### src/rtl/calc_pkg.sv
// Seven-segment glyph table and symbol codes shared by the display encoder and decoder.
// Pure constants; no timing or flow control.
package calc_pkg;

  localparam int NUM_DIGITS = 8;
  localparam int NUM_GLYPHS = 19;
  localparam int SYM_W      = 5;

  typedef enum logic [4:0] {
    SYM_0 = 5'd0,  SYM_1 = 5'd1,  SYM_2 = 5'd2,  SYM_3 = 5'd3,
    SYM_4 = 5'd4,  SYM_5 = 5'd5,  SYM_6 = 5'd6,  SYM_7 = 5'd7,
    SYM_8 = 5'd8,  SYM_9 = 5'd9,  SYM_A = 5'd10, SYM_B = 5'd11,
    SYM_C = 5'd12, SYM_D = 5'd13, SYM_E = 5'd14, SYM_F = 5'd15,
    SYM_R = 5'd16, SYM_O = 5'd17, SYM_BLANK = 5'd18,
    SYM_INVALID = 5'd31
  } sym_t;

  // Lit-segment patterns (g..a), indexed by symbol code.
  localparam logic [6:0] GLYPH_PAT [NUM_GLYPHS] = '{
    7'h3F, 7'h06, 7'h5B, 7'h4F, 7'h66, 7'h6D, 7'h7D, 7'h07, 7'h7F, 7'h6F,
    7'h77, 7'h7C, 7'h58, 7'h5E, 7'h79, 7'h71, 7'h50, 7'h5C, 7'h00
  };

endpackage

### src/rtl/seg_glyph_decode.sv
// Combinational lit-segment pattern to symbol code lookup; unknown patterns give SYM_INVALID.
// Zero latency, no flow control.
module seg_glyph_decode
  import calc_pkg::*;
(
  input  logic [6:0] lit,
  output logic [4:0] code,
  output logic       valid
);

  always_comb begin
    code  = SYM_INVALID;
    valid = 1'b0;
    for (int i = 0; i < NUM_GLYPHS; i++) begin
      if (lit == GLYPH_PAT[i]) begin
        code  = 5'(i);
        valid = 1'b1;
      end
    end
  end

endmodule

### src/rtl/display_decoder.sv
// Recovers digit symbols from a multiplexed active-low 7-segment scan and publishes whole frames.
// Publishes one cycle after the eighth digit is seen; no backpressure, frames are pulses.
module display_decoder
  import calc_pkg::*;
#(
  parameter int SETTLE  = 2,
  parameter int TIMEOUT = 65535
) (
  input  logic        clock,
  input  logic        reset,
  input  logic [7:0]  segments,
  input  logic [7:0]  segments_control,
  output logic [39:0] digits,
  output logic [7:0]  dots,
  output logic        frame_valid,
  output logic        frame_changed,
  output logic        err_select,
  output logic        err_glyph,
  output logic        stalled
);

  localparam int DW = NUM_DIGITS * SYM_W;
  localparam logic [DW-1:0] BLANK_FRAME = {NUM_DIGITS{5'd18}};
  localparam logic [3:0]    SETTLE_W    = 4'(SETTLE);
  localparam logic [15:0]   TIMEOUT_W   = 16'(TIMEOUT);

  logic [7:0]    seg_q, seg_d, sel_q, sel_d, prev_sel_q, prev_sel_d;
  logic [3:0]    cnt_q, cnt_d;
  logic [DW-1:0] shadow_q, shadow_d, digits_q, digits_d;
  logic [7:0]    shadow_dot_q, shadow_dot_d, dots_q, dots_d, seen_q, seen_d;
  logic          fv_q, fv_d, fc_q, fc_d, err_sel_q, err_sel_d, err_glyph_q, err_glyph_d;
  logic [15:0]   stall_cnt_q, stall_cnt_d;

  logic [7:0] sel_n;
  logic [6:0] lit;
  logic [4:0] code;
  logic       code_valid, changed, sel_onehot, sel_blank, settled, capture, publish;

  assign sel_n      = ~sel_q;
  assign lit        = ~seg_q[6:0];
  assign changed    = (sel_q != prev_sel_q);
  assign sel_onehot = (sel_n != 8'd0) && ((sel_n & (sel_n - 8'd1)) == 8'd0);
  assign sel_blank  = (sel_q == 8'hFF);
  assign publish    = (seen_q == 8'hFF);

  seg_glyph_decode u_glyph (
    .lit   (lit),
    .code  (code),
    .valid (code_valid)
  );

  always_comb begin
    seg_d        = segments;
    sel_d        = segments_control;
    prev_sel_d   = sel_q;
    cnt_d        = cnt_q;
    shadow_d     = shadow_q;
    shadow_dot_d = shadow_dot_q;
    seen_d       = seen_q;
    digits_d     = digits_q;
    dots_d       = dots_q;
    err_sel_d    = err_sel_q;
    err_glyph_d  = err_glyph_q;
    stall_cnt_d  = stall_cnt_q;

    if (changed) begin
      cnt_d = 4'd1;
    end else if (cnt_q < SETTLE_W) begin
      cnt_d = cnt_q + 4'd1;
    end
    // Fire only on arrival at SETTLE, so a long-held select captures once.
    settled = (cnt_d == SETTLE_W) && (changed || (cnt_q != SETTLE_W));
    capture = settled && sel_onehot;

    if (!sel_onehot && !sel_blank) begin
      err_sel_d = 1'b1;
    end

    fv_d = publish;
    fc_d = publish && ({shadow_q, shadow_dot_q} != {digits_q, dots_q});
    if (publish) begin
      digits_d = shadow_q;
      dots_d   = shadow_dot_q;
      seen_d   = 8'd0;
    end

    // Applied after publish so a coincident capture seeds the next frame.
    if (capture) begin
      for (int d = 0; d < NUM_DIGITS; d++) begin
        if (sel_n[d]) begin
          shadow_d[d*SYM_W +: SYM_W] = code;
          shadow_dot_d[d]            = ~seg_q[7];
          seen_d[d]                  = 1'b1;
        end
      end
      if (!code_valid) begin
        err_glyph_d = 1'b1;
      end
    end

    if (fv_q) begin
      stall_cnt_d = 16'd0;
    end else if (stall_cnt_q != 16'hFFFF) begin
      stall_cnt_d = stall_cnt_q + 16'd1;
    end
  end

  always_ff @(posedge clock or posedge reset) begin
    if (reset) begin
      seg_q        <= 8'hFF;
      sel_q        <= 8'hFF;
      prev_sel_q   <= 8'hFF;
      cnt_q        <= 4'd0;
      shadow_q     <= BLANK_FRAME;
      shadow_dot_q <= 8'd0;
      seen_q       <= 8'd0;
      digits_q     <= BLANK_FRAME;
      dots_q       <= 8'd0;
      fv_q         <= 1'b0;
      fc_q         <= 1'b0;
      err_sel_q    <= 1'b0;
      err_glyph_q  <= 1'b0;
      stall_cnt_q  <= 16'd0;
    end else begin
      seg_q        <= seg_d;
      sel_q        <= sel_d;
      prev_sel_q   <= prev_sel_d;
      cnt_q        <= cnt_d;
      shadow_q     <= shadow_d;
      shadow_dot_q <= shadow_dot_d;
      seen_q       <= seen_d;
      digits_q     <= digits_d;
      dots_q       <= dots_d;
      fv_q         <= fv_d;
      fc_q         <= fc_d;
      err_sel_q    <= err_sel_d;
      err_glyph_q  <= err_glyph_d;
      stall_cnt_q  <= stall_cnt_d;
    end
  end

  assign digits        = digits_q;
  assign dots          = dots_q;
  assign frame_valid   = fv_q;
  assign frame_changed = fc_q;
  assign err_select    = err_sel_q;
  assign err_glyph     = err_glyph_q;
  assign stalled       = (stall_cnt_q >= TIMEOUT_W);

endmodule

### config.mk
export PLATFORM = sky130hd
export DESIGN_NAME = display_decoder
export DESIGN_NICKNAME = d
export VERILOG_FILES = /design/src/rtl/calc_pkg.sv /design/src/rtl/seg_glyph_decode.sv /design/src/rtl/display_decoder.sv
export SDC_FILE = /design/constraint.sdc
export NUM_CORES = 1
export LEC_CHECK = 0
export CORE_MARGIN = 5
export CORE_UTILIZATION = 30
export CTS_CLUSTER_DIAMETER = 30
export CTS_CLUSTER_SIZE = 30
export DETAILED_ROUTE_END_ITERATION = 8
export DONT_BUFFER_PORTS = 1
export PLACE_DENSITY = 0.51
export SLEW_MARGIN = 10
export SYNTH_ARGS = -nofsm -noshare
export SYNTH_HDL_FRONTEND = slang
export SYNTH_SLANG_ARGS = --single-unit
### constraint.sdc
create_clock -name clock -period 8.4 [get_ports clock]
set_clock_uncertainty 0.15 [all_clocks]
set_input_delay 0.84 -clock clock [delete_from_list [all_inputs] [get_ports clock]]
set_output_delay 0.84 -clock clock [all_outputs]
set_load 0.05 [all_outputs]
After elaboration in Yosys (flattened, before gate mapping)
Cells that the tools add are included.

Add/subtract/negate cells: 3. Multipliers: 0. Div/mod/pow operators: 0. Order comparisons: 2. Eq/ne operators: 25. Shift-type cells: 0. Mux-type cells: 52. Bitwise gates (word level): 5. Reduce and logical (&&, ||, !) cells: 21.

Operators with widths (number): == test 7 bit (second input constant) (15); 2-to-1 mux 5 bit (19); inequality test 48 bit (1); 2-to-1 mux 16 bit (2); 2-to-1 mux 1 bit (27); AND reduction 2 bit (9); adder 16 x 1 -> 16 bit (second input constant) (1); == test 8 bit (second input constant) (2); >= comparator 16 bit (second input constant) (1); 2-to-1 mux 8 bit (2); inequality test 16 bit (second input constant) (1); == test 7 x 3 -> 1 bit (second input constant) (2); AND 8 bit (1); zero test 8 bit (1); 2-to-1 mux 4 bit (2); inequality test 8 bit (1); NOT 8 bit (1); nonzero test 8 bit (1); subtractor 8 x 1 -> 8 bit (second input constant) (1); == test 7 x 6 -> 1 bit (second input constant) (1); zero test 7 bit (1); NOT 7 bit (1); logical AND 1 bit (5); adder 4 x 1 -> 4 bit (second input constant) (1); 7 further kinds (9).

Register bits after elaboration: 152. Latch bits: 0. RAM bits: 0. ROM bits: 0. Bits of input ports: 18. Output and inout port bits: 53. Logic and storage cells: 136. Memories kept: 0.

Logic depth before layout (Yosys ltp)
Word-level depth: 23. Depth in mapped cells: 7. Mapped depth without buffers: 7.

Cells and area by module
Synthesis repeated with hierarchy kept, for this count alone.

Cell total of the unflattened synthesis: 633. Area total of the unflattened synthesis: 7021.7 um2.

By module, submodules not included: display_decoder (times used 1, cells an instance 571, area each 6625.1 um2, seq. area each 3873.7 um2); seg_glyph_decode (times used 1, cells an instance 62, area each 396.6 um2, seq. area each 0.0 um2).

Worst setup path before layout
No wires, ideal clock.

Kind: register to register. Start point: register cnt_q[0]. End point: register shadow_q[0]. Library setup time: 0.125 ns. Arrival time: 2.699 ns. Data required time: 8.125 ns. Setup slack: 5.427 ns. Stages on the path, launching flop included: 8. Path buffers: 0. Clock period less this slack: 2.973 ns. Path through: dfrtp_1 -> inv_1 -> ha_1 -> or4b_4 -> a2111oi_4 -> o2111ai_4 -> nor4_4 -> mux2_2.

Longest elaborated chain between the ends: 7. Elaborated cells on any way between the ends: 10. Classes of those cells: add/sub (1); order compare (1); eq/ne (2); mux (2); reduce/logical (4).

RTL lines: start: declaration (RTL line display_decoder.sv:28) `logic [3:0] cnt_q, cnt_d;`; start signal: assignment (RTL line display_decoder.sv:128) `cnt_q <= cnt_d;`; adder 4 x 1 -> 4 bit / < comparator 4 x 2 -> 1 bit (equally long branches) (RTL line display_decoder.sv:69, display_decoder.sv:68); 2-to-1 mux 4 bit (RTL line display_decoder.sv:68) `end else if (cnt_q < SETTLE_W) begin`; 2-to-1 mux 4 bit (RTL line display_decoder.sv:66) `if (changed) begin`; == test 4 x 2 -> 1 bit (RTL line display_decoder.sv:72) `settled = (cnt_d == SETTLE_W) && (changed || (cnt_q != SETTLE_W));`; logical AND 1 bit * (RTL line display_decoder.sv:72); logical AND 1 bit * (RTL line display_decoder.sv:73) `capture = settled && sel_onehot;`; AND reduction 2 bit (no line) *; end signal: assignment (RTL line display_decoder.sv:129) `shadow_q <= shadow_d;`; end: declaration (RTL line display_decoder.sv:29) `logic [DW-1:0] shadow_q, shadow_d, digits_q, digits_d;`.

Every way passes the cells marked *; elsewhere a longest branch is shown, timed or not. A chain may end at the register's enable or synchronous reset.

Worst setup path in the final report
Start point: register stall_cnt_q[0]. End point: output port stalled.

Longest elaborated chain between the ends: 1.

RTL lines: start: declaration (RTL line display_decoder.sv:32) `logic [15:0] stall_cnt_q, stall_cnt_d;`; start signal: assignment (RTL line display_decoder.sv:138) `stall_cnt_q <= stall_cnt_d;`; >= comparator 16 bit (RTL line display_decoder.sv:148) `assign stalled = (stall_cnt_q >= TIMEOUT_W);`; end: declaration (RTL line display_decoder.sv:19) `output logic stalled`.

Every way passes these cells.

==> reports/summary.txt <==
status: complete, no violations
fin. max-slew vios: 0
Setup TNS Final: 0 ns
max-cap violation count: 0
syn nets: 645
Final Setup Violations: 0
Clock Path Buffers: 2
Cells after Synth: 624
Die H: 162.1 um
syn_area_per_cell: 11.12 sq um
CTS sink cnt: 152
TritonCTS clock tree: yes
site row count: 55
GRT overflow: 0
data arrival time of the critical path: 2.31 ns
Tmin final: 3.303 ns
# hold bufs at CTS: 0
gr usage total: 13.01%
Worst path slowest cell: nor3_1
Mapped Area: 0.006938 sq mm
Antenna Nets Post-Route: 0
pre-CTS WS: 5.074 ns
initial core utilization: 30.55%
global-route wire length before repair: 26.37 mm
clk root buf: clkbuf_16
Post-synth EDFFs: 0
top cell family by delay on the critical path: simple AND/OR/NAND/NOR gates
CTS HTree Levels: 4
worst skew pair latency: 0.43 ns
maximum vdd drop: 0.1175 mV
sequential area share after synthesis: 55.83%
vias after detailed routing: 4474
number of remaining DRC errors: 0
RePlAce Congestion: 0.8006
leakage dissipation: 0.003390 uW
slowest stage delay, CP: 0.50 ns
DRT iter0 DRCs: 263
CORE AREA: 0.02271 sq mm
Final Hold Vio Count: 0
HPWL Detailed: 11.63 mm
Setup crit start kind: flip-flop
number of global-route vias before repair: 4583
die area: 0.02627 sq mm
pin count of the biggest net entering global routing: 79
Worst slew margin: 27.83%
predominant post-synthesis flop cell: dfrtp_1
Crit. End Element: output pin
Critical Path, Cell by Cell: ha_1, nand2_1, nor3_1, nand2_1, inv_1
Hold Crit Class: in2async
nets: 647
Area growth, synth to finish: 13.06%
share of flip-flops with an asynchronous set or reset: 100.0%
Post-Place Cells: 892
Routed WL: 16.24 mm
share of layout cells above drive strength 1: 22.54%
critical path class: reg2out
IO buf count: 0
#FFs+latches synth: 152
post-CTS sizing: 0
CP bufs+invs: 1
FMAX: 0.3028 GHz
WP data required: 7.41 ns
RSZ-0062 raised after global routing: no
clk slew on worst S/H paths: 0.07 ns
leading cell type in the layout, fill and taps excluded: nand2_1
Worst Tran Pin Value: 1.073 ns
Pre-antenna DRT Iters: 5
worst-path fanout max: 6
crit-path most repeated cell: nand2_1
I/O Pins: 71
final worst path period share: 39.32%
CTS Buf Count: 17
PD cells: 200.3 mW/mm^2
synth warn: 0
ant diodes: 0
DR WL/cell: 17.57 um
commonest cells after routing, fill and taps aside: 143 x nand2_1, 96 x dfrtp_1, 60 x xnor2_1
Die W: 162.1 um
initial antenna violation count: 0
Unique masters post-synth: 52
via/cell ratio: 4.842
Post-CTS Setup Bufs: 0
final worst slack: 5.097 ns
non-filler instance count after layout: 924
## per-stage QoR
stage | total power, uW | utilization, % | cell area, sq um | hold slack [ns]
2_1_floorplan | 810.6 | - | 6938 | 0.2436
3_3_place_gp | 827.0 | 31.93 | 7252 | 0.2631
3_5_place_dp | 828.8 | 31.93 | 7252 | 0.2622
4_1_cts | 1590 | 34.54 | 7844 | 0.2392
5_1_grt | 1632 | 34.54 | 7844 | 0.2267
6_report | 1571 | 34.54 | 7844 | 0.2291
## final timing paths
path	startpoint	end	slack, ns	cells after the start
max	stall_cnt_q[0]$_DFFE_PP0P_	stalled	5.10	5
min	reset	stall_cnt_q[12]$_DFFE_PP0P_	0.23	1
max reg2reg	cnt_q[0]$_DFF_PP0_	shadow_q[15]$_DFFE_PP0P_	5.10	7
min reg2reg	prev_sel_d[1]$_DFF_PP1_	prev_sel_q[1]$_DFF_PP1_	0.27	0
max in group asynchronous	reset	digits[23]$_DFFE_PP0P_	6.43	2
min in group clock	segments[0]	seg_q[0]$_DFF_PP1_	0.26	0
## worst register-to-register path, delay by kind of cell (launching register included)
| kind | cells | cell delay [ns] |
|---|---|---|
| AND/OR/NAND/NOR | 2 | 1.08 |
| AO/OA/AOI/OAI | 2 | 0.74 |
| flip-flops | 1 | 0.43 |
| multiplexers | 1 | 0.41 |
| adder cells (fa/ha/maj) | 1 | 0.32 |
| buffers and inverters | 1 | 0.07 |
## sequential cells by signal (all words and copies together) (netlist names), 4 cells and up
| signal | flops |
|---|---|
| cnt_q | 4 |
| digits | 40 |
| dots | 8 |
| prev_sel_d | 8 |
| prev_sel_q | 8 |
| seen_q | 8 |
| seg_q | 8 |
| shadow_dot_q | 8 |
| shadow_q | 40 |
| stall_cnt_q | 16 |
## synthesized netlist by cell type (3+ instances only)
| library cell | count | area, sq um |
|---|---|---|
| nor4_1 | 8 | 50.05 |
| o211ai_1 | 3 | 22.52 |
| xor2_1 | 9 | 78.83 |
| o21ai_0 | 14 | 70.07 |
| or3_1 | 6 | 37.54 |
| ha_1 | 3 | 37.54 |
| nor4_4 | 8 | 170.2 |
| a31oi_1 | 5 | 31.28 |
| dfrtp_1 | 96 | 2402 |
| xnor2_1 | 60 | 525.5 |
| a211oi_1 | 5 | 37.54 |
| dfstp_2 | 56 | 1471 |
| clkbuf_1 | 19 | 71.32 |
| nor3_1 | 15 | 75.07 |
| nor2_1 | 24 | 90.09 |
| a21oi_1 | 12 | 60.06 |
| mux2_1 | 11 | 123.9 |
| nand3_1 | 9 | 45.04 |
| mux2_2 | 29 | 326.6 |
| a21o_1 | 8 | 60.06 |
| nand2_1 | 143 | 536.8 |
| mux2i_1 | 9 | 90.09 |
| inv_1 | 18 | 67.56 |
| nand4_1 | 19 | 118.9 |
## metal layers
layer	vias up	track usage, %	part of all wire, %
li1	2135	-	-
met1	2244	17.22	46
met2	84	20.21	47
met3	11	4.897	6.7
met4	0	3.345	0.68
met5	-	0	0
## report_power, final
part / switching [uW] / total [uW] / internal (uW) / leakage, uW
logic: 34.6 / 50.2 / 15.6 / 0.00120
clock network: 313 / 757 / 443 / 0.000296
registers: 16.8 / 764 / 748 / 0.00190
total: 365 / 1570 / 1210 / 0.00339
## cell families after synthesis
kind of cell    Yosys count  synth area share, %
fa+ha+maj                 3               0.5411
mux                      49                7.791
simple gates            251                18.68
flops                   152                55.83
compound gates           60                6.168
buf+inv                  40                2.272
xor+xnor                 69                8.711
## layout make-up
type | count | area, sq um
Inverter | 18 | 72.57
Tap cell | 285 | 356.6
Timing Repair Buffer | 5 | 37.54
Fill cell | 2264 | 14870
Sequential cell | 152 | 3874
Multi-Input combinational cell | 432 | 2912
Clock buffer | 22 | 518.0
Clock inverter | 10 | 73.82
Note: power is estimated with default switching activity, not from simulation.
